[src/rtl/dma_bus_master_pkg.sv]
// Shared state encoding, default timing constants and counter sizing
// for the C64 expansion-port DMA bus master.
package dma_bus_master_pkg;

   localparam int HALT_CYCLES_DEF   = 3;
   localparam int LINGER_CYCLES_DEF = 2;

   typedef enum logic [2:0] {
      S_IDLE,
      S_HALT,
      S_READY,
      S_CYCLE,
      S_LINGER
   } state_e;

   // Bits needed to hold 0..n inclusive, never less than one.
   function automatic int cnt_w(input int n);
      return (n < 1) ? 1 : $clog2(n + 1);
   endfunction

endpackage

[src/rtl/dma_bus_master_sync_edge.sv]
// Two-flop synchronizer for a raw C64 signal with registered
// single-clk rise and fall pulses.
module sync_edge (
   input  logic clk,
   input  logic rst_n,
   input  logic i_async,
   output logic o_sync,
   output logic o_rise,
   output logic o_fall
);

   logic r_meta;
   logic r_sync;
   logic r_prev;
   logic r_rise;
   logic r_fall;

   always_ff @(posedge clk or negedge rst_n) begin
      if (!rst_n) begin
         r_meta <= 1'b0;
         r_sync <= 1'b0;
         r_prev <= 1'b0;
         r_rise <= 1'b0;
         r_fall <= 1'b0;
      end else begin
         r_meta <= i_async;
         r_sync <= r_meta;
         r_prev <= r_sync;
         r_rise <= r_sync & ~r_prev;
         r_fall <= ~r_sync & r_prev;
      end
   end

   assign o_sync = r_sync;
   assign o_rise = r_rise;
   assign o_fall = r_fall;

endmodule

[src/rtl/dma_bus_master.sv]
// C64 expansion-port DMA master: halts the CPU, runs one bus cycle per
// toggle request and lingers briefly so back-to-back requests skip the halt.
module dma_bus_master
   import dma_bus_master_pkg::*;
#(
   parameter int HALT_CYCLES   = HALT_CYCLES_DEF,
   parameter int LINGER_CYCLES = LINGER_CYCLES_DEF
) (
   input  logic        clk,
   input  logic        reset_n,
   input  logic [15:0] dma_a,
   input  logic [7:0]  dma_d,
   input  logic        dma_rw,
   input  logic        dma_req,
   output logic        dma_ack,
   output logic [7:0]  dma_q,
   input  logic        phi2_in,
   input  logic        ba_in,
   input  logic [7:0]  bus_d_in,
   output logic        phi2tick,
   output logic        dma_n,
   output logic [15:0] bus_a,
   output logic        bus_a_oe,
   output logic        bus_rw,
   output logic [7:0]  bus_d,
   output logic        bus_d_oe
);

   localparam int HW = cnt_w(HALT_CYCLES);
   localparam int LW = cnt_w(LINGER_CYCLES);
   localparam logic [HW-1:0] HALT_MAX   = HW'(HALT_CYCLES);
   localparam logic [LW-1:0] LINGER_MAX = LW'(LINGER_CYCLES);

   state_e        r_state;
   logic [HW-1:0] r_hcnt;
   logic [LW-1:0] r_lcnt;
   logic [15:0]   r_a;
   logic [7:0]    r_d;
   logic          r_rw;
   logic          r_ack;
   logic [7:0]    r_q;
   logic          r_dma_n;
   logic [15:0]   r_bus_a;
   logic          r_bus_a_oe;
   logic          r_bus_rw;
   logic [7:0]    r_bus_d;
   logic          r_bus_d_oe;

   logic w_phi2_sync;
   logic w_rise;
   logic w_fall;
   logic w_ba_sync;
   logic w_ba_rise;
   logic w_ba_fall;
   logic w_pending;
   logic w_unused;

   sync_edge u_phi2 (
      .clk     (clk),
      .rst_n   (reset_n),
      .i_async (phi2_in),
      .o_sync  (w_phi2_sync),
      .o_rise  (w_rise),
      .o_fall  (w_fall)
   );

   sync_edge u_ba (
      .clk     (clk),
      .rst_n   (reset_n),
      .i_async (ba_in),
      .o_sync  (w_ba_sync),
      .o_rise  (w_ba_rise),
      .o_fall  (w_ba_fall)
   );

   assign w_unused  = ^{w_phi2_sync, w_ba_rise, w_ba_fall};
   assign w_pending = dma_req ^ r_ack;

   always_ff @(posedge clk or negedge reset_n) begin
      if (!reset_n) begin
         r_state    <= S_IDLE;
         r_hcnt     <= '0;
         r_lcnt     <= '0;
         r_a        <= '0;
         r_d        <= '0;
         r_rw       <= 1'b0;
         r_ack      <= 1'b0;
         r_q        <= '0;
         r_dma_n    <= 1'b1;
         r_bus_a    <= '0;
         r_bus_a_oe <= 1'b0;
         r_bus_rw   <= 1'b1;
         r_bus_d    <= '0;
         r_bus_d_oe <= 1'b0;
      end else begin
         unique case (r_state)
            S_IDLE: begin
               if (w_pending) begin
                  r_a     <= dma_a;
                  r_d     <= dma_d;
                  r_rw    <= dma_rw;
                  r_hcnt  <= '0;
                  r_state <= S_HALT;
               end
            end
            S_HALT: begin
               // DMA may only drop while phi2 is low.
               if (r_dma_n) begin
                  if (w_fall) r_dma_n <= 1'b0;
               end else if (r_hcnt >= HALT_MAX) begin
                  r_state <= S_READY;
               end else if (w_rise) begin
                  r_hcnt <= r_hcnt + HW'(1);
               end
            end
            S_READY: begin
               if (w_rise && w_ba_sync) begin
                  r_bus_a    <= r_a;
                  r_bus_a_oe <= 1'b1;
                  r_bus_rw   <= ~r_rw;
                  r_bus_d    <= r_d;
                  r_bus_d_oe <= r_rw;
                  r_state    <= S_CYCLE;
               end
            end
            S_CYCLE: begin
               if (w_fall) begin
                  if (!r_rw) r_q <= bus_d_in;
                  r_ack      <= ~r_ack;
                  r_bus_a_oe <= 1'b0;
                  r_bus_d_oe <= 1'b0;
                  r_bus_rw   <= 1'b1;
                  r_lcnt     <= '0;
                  r_state    <= S_LINGER;
               end
            end
            S_LINGER: begin
               // A new request beats the release on the same fall.
               if (w_pending) begin
                  r_a     <= dma_a;
                  r_d     <= dma_d;
                  r_rw    <= dma_rw;
                  r_state <= S_READY;
               end else if (r_lcnt >= LINGER_MAX) begin
                  if (w_fall) begin
                     r_dma_n <= 1'b1;
                     r_state <= S_IDLE;
                  end
               end else if (w_rise) begin
                  r_lcnt <= r_lcnt + LW'(1);
               end
            end
            default: r_state <= S_IDLE;
         endcase
      end
   end

   assign dma_ack  = r_ack;
   assign dma_q    = r_q;
   assign phi2tick = w_rise;
   assign dma_n    = r_dma_n;
   assign bus_a    = r_bus_a;
   assign bus_a_oe = r_bus_a_oe;
   assign bus_rw   = r_bus_rw;
   assign bus_d    = r_bus_d;
   assign bus_d_oe = r_bus_d_oe;

endmodule

[config.mk]
export PLATFORM = sky130hd
export DESIGN_NAME = dma_bus_master
export DESIGN_NICKNAME = d
export VERILOG_FILES = /design/src/rtl/dma_bus_master_pkg.sv /design/src/rtl/dma_bus_master_sync_edge.sv /design/src/rtl/dma_bus_master.sv
export SDC_FILE = /design/constraint.sdc
export NUM_CORES = 1
export LEC_CHECK = 0
export CAP_MARGIN = 20
export CORE_MARGIN = 3
export CORE_UTILIZATION = 40
export DETAILED_ROUTE_END_ITERATION = 6
export PLACE_DENSITY = 0.72
export SLEW_MARGIN = 15
export SYNTH_ARGS = -nofsm -noshare
export SYNTH_HDL_FRONTEND = slang
export SYNTH_SLANG_ARGS = --single-unit
[constraint.sdc]
create_clock -name clk -period 2.98 [get_ports clk]
set_input_delay 0.596 -clock clk [delete_from_list [all_inputs] [get_ports clk]]
set_output_delay 0.596 -clock clk [all_outputs]
set_load 0.03 [all_outputs]
==> impl_results.md, run 1 <==
- Register Area: 1900 sq um
- CTS HTree Levels: 3
- Worst EP arrival: 1.59 ns
- Worst EP required: 2.38 ns
- Via Count: 1,852
- Total Nets Final: 316
- Setup bufs post-CTS: 0
- Residual DRC count: 0
- Post-route setup slack: 0.794 ns
- Maximum fanout along the worst path: 6
- Die ar.: 8860 sq um
- Pwr dens: 1060 nW/um^2
- Final hold violations: 0
- Die Wd: 94.1 um
- Synth top area share: 0.596
- Min Tclk post-route: 2.19 ns
- Synthesis-stage register bit count: 76
- Post-Synthesis Cells: 197
- Worst Hold Launch: u_ba.r_meta
- Ports: 76
- Final Wtd Congestion: 0.777
- F_max: 458 MHz
- Final ANT Viol Nets: 0
- Clock tree root buffer cell: clkbuf_8
- Slew headroom: 0.370
- Vias per cell: 4.87
- Final Cycle Share: 0.733
- Grt ovf: 0
- Worst-Skew Late Latency: 0.33 ns
- Die Ht: 94.1 um
- Post-DP HPWL: 3850 um
- Synthesized area per cell: 15.8 sq um
- Post-CTS Hold Buffers: 0
- Post-synth EDFFs: 0
- Initial Util: 0.420
- Min-Delay Path Class: flop to flop
- Worst-margin pin slew: 0.944 ns
- Drt wl/cell: 15.3 um
- VDD IR max: 576 uV
- Rows: 31
- Core ar.: 7410 sq um
- Yosys warns: 0
- Inserted Diodes: 0
- Final setup violation count: 0
- Vias in the first global route: 2,019
- Synth area leaders: dfrtp_1 (60%), mux2_2 (13%), mux2_4 (9.7%)
- Worst r2r src: r_state[1]
- Final Skew: 0.00516 ns
- Fin area: 4130 sq um
- Leading area contributor after synthesis: dfrtp_1
- Crit Path Class: flop to output port
- All-Layer GR Usage: 0.147
- Pre-antenna DRT Iters: 3
- Reg2Reg Setup Slack: 0.93 ns
- Buffers on Ports: 75
- Setup crit start kind: flop
- # clock sinks: 76
- Endpoint, Worst Hold: u_ba.o_sync
- Resized Gates After CTS: 0
- Area Growth Syn to Fin: 32.8%
- Critical path's top delay family: buffers and inverters
- Final Util: 0.557
- Synthesized cell area: 3110 sq um
- Fillers: 608
- Post-synth cell types: 44
- Hold Crit Depth: 0
- Max Slew Vio Count: 0
- Max Cap Violations: 0
- Pre-CTS WS: 0.706 ns
- Critical path endpoint category: output port
- Fin Setup TNS: 0 ns
- Share of cells above drive strength 1: 0.295
- First-pass GRT wire length: 9980 um
- WP buf/inv: 1
- R2R depth: 4
- TritonCTS buffer count: 9
- Mapped Nets: 237
- Final wirelength: 5830 um
- Status: complete, no violations
- CTS tree: built
- CP max stage delay: 0.68 ns
- Crit Reg-Reg Endpoint: bus_a[4]
- FFs w/ async S/R, synth: 1.00
- Placed instance area: 3930 sq um
- Pin count of the biggest net entering global routing: 77
- Seq/Total Area, Yosys: 0.613
- Most used DFF post-synth: dfrtp_1
- RSZ-0062 raised after global routing: false
- Clk pin slew, worst setup/hold paths: 0.07 ns
- DRT iter0 DRCs: 74
- Worst-path cell chain: clkdlybuf4s50_1
- Antenna violations before repair: 0
- Area of the multi-input gates: 1130 sq um
- Leakage Power: 1.86 nW
- CTS Buffer Depth: 2
- CP max-delay cell: clkdlybuf4s50_1
-- cell usage after synthesis (4+ instances only) --
library cell  count
dfrtp_1          74
nor2_1            4
buf_6             4
nand2_1           4
mux2_2           37
mux2_4           20
o21ai_0           4
-- worst max path at each step --
stage | startpoint | endpoint | slack (ns) | cells past startpoint
detailed placement | dma_req | r_a[0] | 0.71 | 4
global placement | dma_req | r_d[6] | 0.72 | 4
global route | dma_n | dma_n | 0.75 | 1
floorplan | u_phi2.o_rise | bus_a[0] | 1.32 | 4
finish | dma_n | dma_n | 0.79 | 1
CTS | dma_n | dma_n | 0.77 | 1
-- metrics by stage --
step	instances	power (W)	hold WS (ns)
finish	380	0.00437	0.352
CTS	380	0.00442	0.357
global route	380	0.00463	0.372
detailed placement	364	0.00363	0.340
floorplan	197	0.00299	0.300
global placement	364	0.00358	0.332
-- power by group --
| group | switching, W | total [W] | internal, W |
|---|---|---|---|
| clock | 0.000359 | 0.000768 | 0.000409 |
| sequential | 0.000302 | 0.00177 | 0.00147 |
| combinational | 0.000851 | 0.00183 | 0.000975 |
| total | 0.00151 | 0.00437 | 0.00285 |
-- routing by layer --
metal / track usage / wire [um] / vias to the layer above
met5: 0 / 0 / -
met4: 0.0578 / 91 / 0
met2: 0.228 / 2700 / 57
met1: 0.179 / 2530 / 921
met3: 0.0665 / 504 / 8
li1: - / - / 866
-- layout by cell type (no fill, tap or decap), drive strengths merged, types with 2 or more instances in the layout --
cell,count
dfstp,2
clkinv,3
nand2,5
nor2,5
o31ai,2
nor3,2
a2bb2oi,2
nand3,3
a21o,3
a31oi,2
xnor2,2
nor2b,2
o21ai,4
inv,2
clkbuf,12
dfrtp,74
buf,2
mux2,58
nor3b,3
nand2b,2
clkdlybuf4s50,74
nand4b,2
ha,2
-- sequential cells by signal, indices dropped and copies added (netlist names), 2 cells and up --
| name | count |
|---|---|
| bus_d | 8 |
| r_hcnt | 2 |
| r_d | 8 |
| r_a | 16 |
| r_lcnt | 2 |
| bus_a | 16 |
| r_state | 3 |
| dma_q | 8 |
-- cells by family after synthesis --
| group | share of synthesized area |
|---|---|
| AOI/OAI and AO/OA | 0.0471 |
| xor gates and xnor gates | 0.0109 |
| adders and majority gates | 0.00805 |
| buffers and inverters | 0.0238 |
| DFF | 0.613 |
| muxes | 0.234 |
| and+or+nand+nor | 0.0632 |
-- cell type report --
| cell class | count | share of cell area |
|---|---|---|
| clock inverter | 4 | 0.0118 |
| tap | 99 | 0.0300 |
| inverter | 2 | 0.00182 |
| clock buffer | 12 | 0.0352 |
| multi-input combinational | 111 | 0.274 |
| sequential | 76 | 0.461 |
| timing repair buffer | 76 | 0.186 |
Note: power is estimated with default switching activity, not from simulation.
==> run 2, diff against run 1 <==
--- a/config.mk
+++ b/config.mk
@@ -9,7 +9,7 @@
 export CORE_MARGIN = 3
 export CORE_UTILIZATION = 40
 export DETAILED_ROUTE_END_ITERATION = 6
-export PLACE_DENSITY = 0.72
+export PLACE_DENSITY = 0.74
 export SLEW_MARGIN = 15
 export SYNTH_ARGS = -nofsm -noshare
 export SYNTH_HDL_FRONTEND = slang
==> constraint.sdc (replaced) <==
create_clock -name clk -period 1.8 [get_ports clk]
set_input_delay 0.36 -clock clk [delete_from_list [all_inputs] [get_ports clk]]
set_output_delay 0.36 -clock clk [all_outputs]
set_load 0.03 [all_outputs]
==> run 2 against run 1 <==
Setup slack worse by 0.73 ns; combinational power up 74%; first-iteration DRC count decreased by 43%; critical endpoint is now bus_a[10]; largest power group unchanged.
==> impl_results.md, run 2 (synthesis gave the netlist of run 1 again) <==
- First-pass GRT wire length: 10,100 um (+1.1%)
- Slew headroom: 0.762 (+0.392)
- Worst-path cell chain: clkdlybuf4s50_1
- CTS Buffer Depth: 2 (unchanged)
- Final Util: 0.582 (+0.0247)
- Maximum fanout along the worst path: 2 (-4)
- All-Layer GR Usage: 0.150 (+0.00259)
- # clock sinks: 76 (unchanged)
- Die Wd: 94.1 um (unchanged)
- Clk pin slew, worst setup/hold paths: 0.08 ns (about the same)
- DRT iter0 DRCs: 42 (-43%)
- Status: complete, no violations
- Max Cap Violations: 0 (unchanged)
- Endpoint, Worst Hold: u_phi2.o_sync
- Sw frac: 0.335 (-0.0110)
- Seq pwr share: 0.381 (-0.025)
- Initial Util: 0.420 (unchanged)
- Crit Path Class: flop to output port
- Internal power: 0.00506 W (+77%)
- Pin count of the biggest net entering global routing: 42 (-45%)
- Switching pwr: 0.00255 W (+69%)
- Buffers on Ports: 75 (unchanged)
- Final ANT Viol Nets: 0 (unchanged)
- Share of cells above drive strength 1: 0.325 (+0.0301)
- Core ar.: 7410 sq um (unchanged)
- Inserted Diodes: 0 (unchanged)
- Setup crit start kind: flop
- Final Wtd Congestion: 0.804 (+3.4%)
- Drt wl/cell: 15.4 um (+0.65%)
- Rows: 31 (unchanged)
- Critical path's top delay family: buffers and inverters
- Fin Setup TNS: 0 ns (unchanged)
- Total Nets Final: 330 (+4.4%)
- Commonest non-fill, non-tap cells in the layout: dfrtp_1 (74), clkdlybuf4s50_1 (64), mux2_2 (37)
- Final hold violations: 0 (unchanged)
- WP buf/inv: 1 (unchanged)
- Crit Reg-Reg Endpoint: r_hcnt[0]
- Worst EP arrival: 1.38 ns (-0.21 ns)
- Worst Hold Launch: u_phi2.r_meta
- Vias in the first global route: 2,076 (+2.8%)
- Via Count: 1,939 (+4.7%)
- Min Hold Slack: 0.353 ns (+0.00145 ns)
- Antenna violations before repair: 0 (unchanged)
- Residual DRC count: 0 (unchanged)
- Die ar.: 8860 sq um (unchanged)
- Post-route setup slack: 0.0621 ns (-0.732 ns)
- CTS HTree Levels: 3 (unchanged)
- Area Growth Syn to Fin: 38.7%
- Final Cycle Share: 0.966
- Pre-antenna DRT Iters: 4 (+1)
- Worst r2r src: r_hcnt[0]
- Post-DP HPWL: 4280 um (+11%)
- CP max stage delay: 0.68 ns (about the same)
- VDD IR max: 815 uV (+41%)
- Worst EP required: 1.44 ns (-0.94 ns)
- Max Slew Vio Count: 0 (unchanged)
- Worst-Skew Late Latency: 0.34 ns (about the same)
- Die Ht: 94.1 um (unchanged)
- CTS tree: built
- Reg2Reg Setup Slack: 0.18 ns (-0.75 ns)
- Critical path endpoint category: output port
- Ports: 76 (unchanged)
- Grt ovf: 0 (unchanged)
- TritonCTS buffer count: 9 (unchanged)
- Min-Delay Path Class: flop to flop
- Final wirelength: 6080 um (+4.4%)
- Pre-CTS WS: -0.0278 ns (-0.734 ns)
- Commonest non-fill, non-tap cell in the layout: dfrtp_1
- Pwr dens: 1770 nW/um^2 (+67%)
- Final setup violation count: 0 (unchanged)
- CP max-delay cell: clkdlybuf4s50_1
- Clock tree root buffer cell: clkbuf_8
- Setup bufs post-CTS: 0 (unchanged)
- Final Skew: 0.0103 ns (+0.00518 ns)
- RSZ-0062 raised after global routing: false
- Clk pwr share: 0.200 (+0.024)
- Worst-margin pin slew: 0.356 ns (-0.589 ns)
- Comb pwr share: 0.419 (about the same)
- Leakage Power: 2.06 nW (+11%)
- Min Tclk post-route: 1.74 ns
- Hold Crit Depth: 0 (unchanged)
- Vias per cell: 4.92 (+0.98%)
- F_max: 575 MHz
- R2R depth: 4 (unchanged)
-- run 2: changes by cell type in the layout (fill, tap and decap cells not counted), sizes merged --
cell | previous run | this run
clkdlybuf4s50 | 74 | 64
clkbuf | 12 | 11
dlymetal6s2s | 0 | 6
dlygate4sd2 | 0 | 4
dlygate4sd3 | 0 | 1
clkinv | 3 | 1
buf | 2 | 15
clkinvlp | 0 | 1
bufinv | 1 | 3
-- run 2: layout make-up --
class	instances	area (sq um)
clock buffers	11	131
flip-flops and latches	76	1900
repair buffers	90	911
fillers	614	3100
multi-input cells	111	1130
inverters	2	7.51
well taps	99	124
clock inverters	5	103
-- run 2: through the flow --
step           total power (W)  instance area, sq um  std cells
5_1_grt                0.00805                  4310        394
3_3_place_gp           0.00607                  4060        377
4_1_cts                0.00772                  4300        394
6_report               0.00761                  4310        394
2_1_floorplan          0.00495                  3110        197
3_5_place_dp           0.00618                  4060        377
-- run 2: power by group through the flow --
stage	clock network (W)	registers [W]	logic, W
after global placement	0	0.00290	0.00317
after floorplan	0	0.00351	0.00144
final	0.00152	0.00290	0.00319
after global routing	0.00165	0.00300	0.00340
after CTS	0.00157	0.00291	0.00324
after detailed placement	0	0.00292	0.00325
-- run 2: worst max-delay path by stage --
stage / to / start / depth (start not counted)
2_1_floorplan: bus_a[0] / u_phi2.o_rise / 4
3_3_place_gp: r_a[4] / dma_req / 5
3_5_place_dp: r_a[1] / dma_req / 5
4_1_cts: bus_d[5] / bus_d[5] / 1
5_1_grt: bus_a[15] / bus_a[15] / 1
6_report: bus_a[10] / bus_a[10] / 1
-- run 2: metal layers --
layer | up-vias | part of all wire | GRT usage
met3 | 7 | 0.091 | 0.0769
li1 | 894 | - | -
met2 | 68 | 0.48 | 0.239
met4 | 0 | 0.012 | 0.0361
met5 | - | 0 | 0
met1 | 970 | 0.42 | 0.179
-- run 2: repair_timing --
item / in CTS / in global routing
hold buffers: 1 / 0
endpoints found under the setup margin: 4 / 6
endpoints found under the hold margin: 16 / 0
gates cloned: 0 / 0
resized for setup: 4 / 6
==> run 3, diff against run 2 <==
--- a/config.mk
+++ b/config.mk
@@ -10,6 +10,7 @@
 export CORE_UTILIZATION = 40
 export DETAILED_ROUTE_END_ITERATION = 6
 export PLACE_DENSITY = 0.74
+export REMOVE_ABC_BUFFERS = 1
 export SLEW_MARGIN = 15
 export SYNTH_ARGS = -nofsm -noshare
 export SYNTH_HDL_FRONTEND = slang
==> run 3 against run 2 <==
Clock power down 22%; wire length fell by 2.5%; final cell count fell by 0.51%; highest routed layer unchanged.
==> impl_results.md, run 3 (synthesis gave the netlist of run 1 again) <==
- Drt wl/cell: 15.1 um (-2.0%)
- Die ar.: 8860 sq um (unchanged)
- GR Util met3: 0.0441 (-0.0329)
- DRT iter0 DRCs: 60 (+43%)
- Final setup violation count: 0 (unchanged)
- Die Wd: 94.1 um (unchanged)
- TritonCTS buffer count: 9 (unchanged)
- F_max: 575 MHz (about the same)
- Worst r2r src: r_hcnt[0]
- # clock sinks: 76 (unchanged)
- Commonest non-fill, non-tap cells in the layout: dfrtp_1 (74), clkdlybuf4s50_1 (62), mux2_2 (37)
- Commonest non-fill, non-tap cell in the layout: dfrtp_1
- WP buf/inv: 1 (unchanged)
- Share of cells above drive strength 1: 0.328 (+0.00222)
- Core ar.: 7410 sq um (unchanged)
- Via Count: 1,892 (-2.4%)
- Worst EP required: 1.44 ns (about the same)
- Final ANT Viol Nets: 0 (unchanged)
- Post-DP HPWL: 4200 um (-1.9%)
- RSZ-0062 raised after global routing: false
- Final Cycle Share: 0.965 (about the same)
- Pin count of the biggest net entering global routing: 36 (-14%)
- Min Tclk post-route: 1.74 ns (-0.000115 ns)
- Initial Util: 0.420 (unchanged)
- Final hold violations: 0 (unchanged)
- Inserted Diodes: 0 (unchanged)
- Pwr dens: 1710 nW/um^2 (-3.4%)
- Worst-Skew Late Latency: 0.35 ns (about the same)
- CTS tree: built
- Worst-path cell chain: clkdlybuf4s50_1
- Leakage Power: 2.05 nW (-0.38%)
- Busiest grt layer: met2
- Final Util: 0.573 (-0.00844)
- Min-Delay Path Class: flop to flop
- Clock tree root buffer cell: clkbuf_8
- Die Ht: 94.1 um (unchanged)
- Max Cap Violations: 0 (unchanged)
- Final Skew: 0.0136 ns (+0.00325 ns)
- Maximum fanout along the worst path: 2 (unchanged)
- Residual DRC count: 0 (unchanged)
- Crit Path Class: flop to output port
- Total Nets Final: 328 (-0.61%)
- Worst EP arrival: 1.38 ns (about the same)
- Setup crit start: bus_a_oe
- Pre-antenna DRT Iters: 4 (unchanged)
- Worst Hold Launch: u_phi2.r_meta
- Grt ovf: 0 (unchanged)
- CP max-delay cell: clkdlybuf4s50_1
- Rows: 31 (unchanged)
- CP max stage delay: 0.69 ns (about the same)
- Buffers on Ports: 75 (unchanged)
- First-pass GRT wire length: 9870 um (-2.2%)
- Fillers: 631 (+2.8%)
- All-Layer GR Usage: 0.145 (-0.00413)
- Area Growth Syn to Fin: 36.7%
- M2 GR Usage: 0.217 (-0.0213)
- Max Slew Vio Count: 0 (unchanged)
- Critical path endpoint category: output port
- CTS Buffer Depth: 2 (unchanged)
- Worst-margin pin slew: 0.460 ns (+0.104 ns)
- Met1 Usage GRT: 0.196 (+0.0165)
- Setup crit start kind: flop
- Final Wtd Congestion: 0.773 (-3.8%)
- CTS HTree Levels: 3 (unchanged)
- VDD IR max: 847 uV (+3.8%)
- Critical path's top delay family: buffers and inverters
- Vias per cell: 4.83 (-1.9%)
- Antenna violations before repair: 0 (unchanged)
- Ports: 76 (unchanged)
- Total power: 0.00724 W (-4.8%)
- Status: complete, no violations
- Final wirelength: 5930 um (-2.5%)
- Slew headroom: 0.693 (-0.0692)
- Vias in the first global route: 1,953 (-5.9%)
- Clk pin slew, worst setup/hold paths: 0.08 ns (about the same)
## run 3: cell types whose count changed in the layout (fill, tap and decap cells not counted)
cell             delta
clkinvlp_4          +2
dlymetal6s2s_1      +2
clkinv_4            +1
bufinv_16           -3
clkbuf_1            -2
clkdlybuf4s50_1     -2
clkinv_2            -1
buf_4               -2
inv_6               +3
## run 3: timing repair
item | 4_1_cts | 5_1_grt
buffers inserted | 0 | 0
resized for setup | 4 | 8
hold buffers | 1 | 0
endpoints found under the hold margin | 31 | 0
setup endpoints to repair | 4 | 8
## run 3: path summary, 6_finish.rpt
check / endpoint / slack, ns / depth (start not counted)
worst max-delay path: bus_a_oe / 0.06 / 1
worst min-delay path: u_phi2.o_sync / 0.35 / 0
worst max register to register: r_hcnt[0] / 0.19 / 4
worst min register to register: u_phi2.o_sync / 0.35 / 0
max in group asynchronous: r_lcnt[0] / 0.73 / 3
min in group asynchronous: u_phi2.o_rise / 0.51 / 2
## run 3: area by class of cell
class / count / area, sq um / share of cell area
clock buffer: 9 / 124 / 0.0292
clock inverter: 7 / 57.6 / 0.0135
inverter: 2 / 7.51 / 0.00177
multi-input combinational: 111 / 1130 / 0.266
sequential: 76 / 1900 / 0.448
tap: 99 / 124 / 0.0292
timing repair buffer: 88 / 901 / 0.212
## run 3: worst reg2reg max path, stage by stage, from the launching register on
cell and delay (ns):
dfrtp_1 0.42, ha_1 0.27, nor3b_1 0.24, mux2_2 0.36, a22o_1 0.22
## run 3: power by group
group	switching, W	internal [W]	leakage [nW]
clock	0.000669	0.000517	0.0829
sequential	0.000474	0.00243	0.952
combinational	0.00146	0.00170	1.01
## run 3: routing by layer
layer,routed length [um],vias to the layer above
met5,0,-
met4,71,0
met3,415,7
met2,2790,62
met1,2650,936
li1,-,887
## run 3: through the flow
| stage | std cells | TNS (ns) | setup slack [ns] | hold slack (ns) | instance area [sq um] |
|---|---|---|---|---|---|
| 2_1_floorplan | 189 | -2.85 | -0.120 | 0.0644 | 3040 |
| 3_3_place_gp | 375 | -0.229 | -0.0150 | 0.333 | 4040 |
| 3_5_place_dp | 375 | -0.587 | -0.0413 | 0.337 | 4040 |
| 4_1_cts | 392 | 0 | 0.00989 | 0.355 | 4230 |
| 5_1_grt | 392 | 0 | 0.00286 | 0.360 | 4250 |
| 6_report | 392 | 0 | 0.0622 | 0.354 | 4250 |
